$ cat src/rtl/vga_mem_pkg.sv
// Shared types for the VGA/CPU block-RAM arbiter.
// Owner tags travel with each access through the two-stage response pipeline.
package vga_mem_pkg;

    localparam int DEF_ADDR_W = 16;
    localparam int DEF_DATA_W = 16;
    localparam int CNT_W      = 8;
    localparam int CNT_MAX    = 255;

    typedef enum logic [1:0] {
        OWNER_IDLE = 2'd0,
        OWNER_VGA  = 2'd1,
        OWNER_CPU  = 2'd2
    } owner_t;

    typedef struct packed {
        owner_t owner;
        logic   we;
    } tag_t;

    localparam tag_t TAG_IDLE = '{owner: OWNER_IDLE, we: 1'b0};

endpackage

$ cat src/rtl/vga_mem_starve_cnt.sv
// Counts consecutive cycles a pending CPU request loses arbitration and
// raises o_force once the loss count reaches STARVE_LIMIT.
module vga_mem_starve_cnt
    import vga_mem_pkg::*;
#(
    parameter int STARVE_LIMIT = 8
) (
    input  logic clk,
    input  logic rst,
    input  logic i_cpu_req,
    input  logic i_cpu_gnt,
    output logic o_force
);

    logic [CNT_W-1:0] r_cnt;

    always_ff @(posedge clk) begin
        if (rst) begin
            r_cnt <= '0;
        end else if (i_cpu_req && !i_cpu_gnt) begin
            if (r_cnt != CNT_W'(CNT_MAX)) begin
                r_cnt <= r_cnt + 1'b1;
            end
        end else begin
            r_cnt <= '0;
        end
    end

    assign o_force = i_cpu_req && (r_cnt >= CNT_W'(STARVE_LIMIT));

endmodule

$ cat src/rtl/vga_mem_arbiter.sv
// Single-port block-RAM arbiter: VGA fetch has priority, CPU fills idle slots.
// Responses return two clocks after the accept edge, in grant order.
module vga_mem_arbiter
    import vga_mem_pkg::*;
#(
    parameter int ADDR_W       = DEF_ADDR_W,
    parameter int DATA_W       = DEF_DATA_W,
    parameter int STARVE_LIMIT = 8
) (
    input  logic              clk,
    input  logic              rst,
    input  logic              vga_req,
    input  logic [ADDR_W-1:0] vga_addr,
    output logic              vga_gnt,
    output logic [DATA_W-1:0] vga_rdata,
    output logic              vga_valid,
    input  logic              cpu_req,
    input  logic              cpu_we,
    input  logic [ADDR_W-1:0] cpu_addr,
    input  logic [DATA_W-1:0] cpu_wdata,
    output logic              cpu_gnt,
    output logic [DATA_W-1:0] cpu_rdata,
    output logic              cpu_ack,
    output logic              mem_en,
    output logic              mem_we,
    output logic [ADDR_W-1:0] mem_addr,
    output logic [DATA_W-1:0] mem_din,
    input  logic [DATA_W-1:0] mem_dout
);

    logic              w_force;
    logic              w_cpu_gnt;
    logic              w_vga_gnt;
    logic              w_any_gnt;
    tag_t              w_tag;
    logic [ADDR_W-1:0] w_addr;

    logic              r_mem_en;
    logic              r_mem_we;
    logic [ADDR_W-1:0] r_mem_addr;
    logic [DATA_W-1:0] r_mem_din;
    tag_t              r_tag1;
    tag_t              r_tag2;
    logic [DATA_W-1:0] r_vga_rdata;
    logic              r_vga_valid;
    logic [DATA_W-1:0] r_cpu_rdata;
    logic              r_cpu_ack;

    vga_mem_starve_cnt #(
        .STARVE_LIMIT (STARVE_LIMIT)
    ) u_starve (
        .clk       (clk),
        .rst       (rst),
        .i_cpu_req (cpu_req),
        .i_cpu_gnt (w_cpu_gnt),
        .o_force   (w_force)
    );

    // Grants are gated by reset so nothing is accepted while rst is high.
    assign w_cpu_gnt = !rst && cpu_req && (!vga_req || w_force);
    assign w_vga_gnt = !rst && vga_req && !w_cpu_gnt;
    assign w_any_gnt = w_cpu_gnt || w_vga_gnt;
    assign w_addr    = w_cpu_gnt ? cpu_addr : vga_addr;

    always_comb begin
        w_tag = TAG_IDLE;
        unique case (1'b1)
            w_cpu_gnt: w_tag = '{owner: OWNER_CPU, we: cpu_we};
            w_vga_gnt: w_tag = '{owner: OWNER_VGA, we: 1'b0};
            default:   w_tag = TAG_IDLE;
        endcase
    end

    always_ff @(posedge clk) begin
        if (rst) begin
            r_mem_en   <= 1'b0;
            r_mem_we   <= 1'b0;
            r_mem_addr <= '0;
            r_mem_din  <= '0;
            r_tag1     <= TAG_IDLE;
            r_tag2     <= TAG_IDLE;
        end else begin
            r_tag1 <= w_tag;
            r_tag2 <= r_tag1;
            if (w_any_gnt) begin
                r_mem_en   <= 1'b1;
                r_mem_we   <= w_cpu_gnt && cpu_we;
                r_mem_addr <= w_addr;
                r_mem_din  <= cpu_wdata;
            end else begin
                r_mem_en <= 1'b0;
                r_mem_we <= 1'b0;
            end
        end
    end

    // Stage 2 lines up with the RAM output of the tagged access.
    always_ff @(posedge clk) begin
        if (rst) begin
            r_vga_rdata <= '0;
            r_vga_valid <= 1'b0;
            r_cpu_rdata <= '0;
            r_cpu_ack   <= 1'b0;
        end else begin
            unique case (r_tag2.owner)
                OWNER_VGA: begin
                    r_vga_rdata <= mem_dout;
                    r_vga_valid <= 1'b1;
                    r_cpu_ack   <= 1'b0;
                end
                OWNER_CPU: begin
                    r_vga_valid <= 1'b0;
                    r_cpu_ack   <= 1'b1;
                    if (!r_tag2.we) begin
                        r_cpu_rdata <= mem_dout;
                    end
                end
                default: begin
                    r_vga_valid <= 1'b0;
                    r_cpu_ack   <= 1'b0;
                end
            endcase
        end
    end

    assign vga_gnt   = w_vga_gnt;
    assign cpu_gnt   = w_cpu_gnt;
    assign vga_rdata = r_vga_rdata;
    assign vga_valid = r_vga_valid;
    assign cpu_rdata = r_cpu_rdata;
    assign cpu_ack   = r_cpu_ack;
    assign mem_en    = r_mem_en;
    assign mem_we    = r_mem_we;
    assign mem_addr  = r_mem_addr;
    assign mem_din   = r_mem_din;

endmodule

$ cat config.mk
export PLATFORM = sky130hd
export DESIGN_NAME = vga_mem_arbiter
export DESIGN_NICKNAME = d
export VERILOG_FILES = /design/src/rtl/vga_mem_pkg.sv /design/src/rtl/vga_mem_starve_cnt.sv /design/src/rtl/vga_mem_arbiter.sv
export SDC_FILE = /design/constraint.sdc
export NUM_CORES = 1
export LEC_CHECK = 0
export BUFFER_PORTS_ARGS = -buffer_cell sky130_fd_sc_hd__buf_4
export CORE_UTILIZATION = 41
export DETAILED_ROUTE_END_ITERATION = 6
export PLACE_DENSITY = 0.79
export SKIP_LAST_GASP = 1
export SYNTH_ARGS = -nofsm -noshare
export SYNTH_HDL_FRONTEND = slang
export SYNTH_SLANG_ARGS = --single-unit
$ cat constraint.sdc
create_clock -name clk -period 1.55 [get_ports clk]
set_clock_uncertainty 0.15 [all_clocks]
set_input_delay 0 -clock clk [delete_from_list [all_inputs] [get_ports clk]]
set_output_delay 0 -clock clk [all_outputs]
set_load 0.01 [all_outputs]
==> impl_metrics.toml <==
[die]
fp-row-count = 30
die_area_um2 = 7427
die_y_um = 86.18
coreArea_um2 = 6832
pin_count = 139
die_x_um = 86.18
initial_utilization = 0.4253

[place]
place_congestion = 0.7300
dp_cells = 550
hpwl_mm = 5.364
port_buffers = 138

[critical_path]
cp_slowest_cell = "dfxtp_2"
critPathArrivalTime_ps = 1780
cp.required_ps = 1640
worstPathCellList = "nor4_4 -> buf_4 -> a21oi_4 -> clkbuf_16 -> a221o_2"
critPathLaunchType = "register"
cp_slowest_stage_delay_ps = 340
endpoint_kind = "register"
path_class = "reg2reg"
critPathMaxFanout = 6
critical_path.top_delay_family = "compound AO/OA/AOI/OAI gates"
critPathBufInv = 2

[synthesis]
synthDistinctLibCells = 34
synth_flop_cell = "dfxtp_1"
synth_top_area_share = 0.5650
yosys.cell_count.top_type = "nand2_1"
synth-seq-cells = 82
postSynthCellCount = 318
synth_commonest_cells = "nand2_1 (97), dfxtp_1 (82), a21oi_1 (49)"
synth_edf_count = 0
ys_seq_area_frac = 0.5650
yosys.area.top_type = "dfxtp_1"
postSynthAreaPerCell_um2 = 9.136
synthTopCellsByArea = "dfxtp_1 (57%), nand2_1 (13%), a21oi_1 (8.4%)"
synth_warnings = 0
syn-cell-area_um2 = 2905
synth-async-reset-ratio = 0

[final_layout]
layout.nets = 609
drive_gt1_frac = 0.3683
antennaDiodeCount = 0
syn_to_final_growth_pct = 76.53
fin_cells = 639
fill_cells = 439

[sta]
final_hold_viol_count = 0
timing.final.crit_share = 1.093
rsz0062_at_grt = "yes"
slew_headroom = 0.5441
post-route-min-period_ps = 1693
fmax_ghz = 0.5905
setup_ws_ps = -143.5
drv_slew = 0
setup_viol = 20
tightest_slew_ps = 680.1

[cts]
cts_made_buffers = 9
cts-htree-levels = 3
clk_latency_ps = 340
clock_sinks = 82
clkTransAtPathRegs_ps = 80
clockRootBuffer = "clkbuf_8"
cts_tree = "done"
cts_buffer_depth = 2

[drt]
drt-vias-per-instance = 4.814
antenna_left = 0
dr.first_iter.drc_count = 113
drc_errors = 0
vias = 3076
first_pass_iters = 4
wl_per_cell_um = 14.21
drt-total-wl_mm = 9.082

[power_and_ir_drop]
comb_power_share = 0.156
p_total_mw = 4.651
clkPwrFrac = 0.359
power.switching_mw = 1.105
p_int_mw = 3.546
max-vdd-ir-drop_uv = 472.2
p_seq_frac = 0.485
p_per_area_nw_per_um2 = 906.9
p_sw_frac = 0.2375
p_leak_nw = 2.244

[flow_run]
cap_violations = 0

[global_route]
overflow = 0
grt_first_pass_wirelength_mm = 13.87
antenna_found_initial = 0
grt_max_degree = 56
grt_pass1_vias = 3003
grtUsageTotal = 0.2410

[worst_hold_path]
hold_path.class = "in2reg"

[run_status]
violations = "setup timing"
status = "complete, but fails checks"
what timing repair did:
action / 4_1_cts / 5_1_grt
buffers inserted: 3 / 2
setup endpoints to repair: 21 / 37
hold buffers: 68 / 0
endpoints found under the hold margin: 68 / 0
gates cloned: 0 / 1
pin swaps: 2 / 14
gates resized for setup: 4 / 9
cells by family (layout without fill, tap and decap cells):
family                     after synthesis  in the layout  share of synthesized area
other                                    1              4                   0.001291
adders and majority gates                2              2                   0.008612
buffers and inverters                   23            245                    0.03531
DFF                                     82             82                     0.5650
muxes                                    2              2                   0.007321
AOI/OAI and AO/OA                       72             72                     0.1662
and+or+nand+nor                        136            136                     0.2162
cell type report:
| cell class | count | area (µm²) | share of cell area |
|---|---|---|---|
| clock buffer | 10 | 127.6 | 0.02488 |
| inverter | 4 | 15.01 | 0.002928 |
| tap | 96 | 120.1 | 0.02342 |
| multi-input combinational | 216 | 1229 | 0.2396 |
| timing repair buffer | 225 | 1902 | 0.3708 |
| clock inverter | 6 | 88.84 | 0.01732 |
| sequential | 82 | 1647 | 0.3211 |
per-layer routing:
layer / global-route usage / wire length [µm] / up-vias
met5: 0 / 0 / -
met4: 0.1030 / 168 / 0
met3: 0.05333 / 632 / 17
met2: 0.4185 / 4469 / 143
met1: 0.2873 / 3811 / 1413
li1: - / - / 1503
layout by cell type (no fill, tap or decap), types with 4 or more instances in the layout:
cell type | netlist | layout
a221o_2 | 8 | 8
a221o_1 | 7 | 7
dfxtp_2 | 0 | 4
dlygate4sd3_1 | 0 | 68
a21oi_1 | 49 | 49
nor2b_1 | 5 | 5
dfxtp_1 | 82 | 78
clkbuf_8 | 0 | 9
nor2_1 | 4 | 4
buf_4 | 0 | 154
and2_1 | 16 | 16
conb_1 | 1 | 4
nand2_1 | 97 | 96
power by group through the flow:
stage	registers [mW]	logic [mW]	clock network, mW
floorplan	2.33	0.182	0
global placement	2.30	0.534	0
detailed placement	2.30	0.547	0
CTS	2.25	0.695	1.70
global route	2.27	0.777	1.77
finish	2.26	0.726	1.67
registers in the layout, summed over array words and instances, names as in the netlist:
| name | flops |
|---|---|
| mem_din | 16 |
| r_tag2 | 3 |
| mem_we | 1 |
| vga_rdata | 16 |
| cpu_ack | 1 |
| u_starve.r_cnt | 8 |
| cpu_rdata | 16 |
| mem_en | 1 |
| vga_valid | 1 |
| mem_addr | 16 |
| r_tag1 | 3 |
final timing paths:
kind / end / depth (start not counted) / start / slack (ps)
hold / removal: r_tag1[1] / 3 / vga_req / 20
setup reg to reg: mem_addr[0] / 5 / u_starve.r_cnt[5] / -140
setup / recovery: mem_addr[0] / 5 / u_starve.r_cnt[5] / -140
hold reg to reg: r_tag2[2] / 1 / r_tag1[2] / 290
through the flow:
| step | util | hold WS (ps) | instance area, µm² | setup slack, ps | TNS [ps] |
|---|---|---|---|---|---|
| global placement | 0.6007 | 74.70 | 4104 | -28.70 | -111.6 |
| finish | 0.7507 | 23.61 | 5129 | -143.5 | -2149 |
| floorplan | - | -14.02 | 2918 | -19.41 | -135.9 |
| detailed placement | 0.6007 | 81.03 | 4104 | -100.8 | -997.6 |
| CTS | 0.7390 | 1.145 | 5049 | -150.0 | -1910 |
| global route | 0.7507 | 27.07 | 5129 | -185.0 | -3038 |
tightest hold or removal path: stages:
cell and delay, ps:
buf_4 120, nor3b_2 200, a22o_2 170
Power figures use the tool's default switching activity.
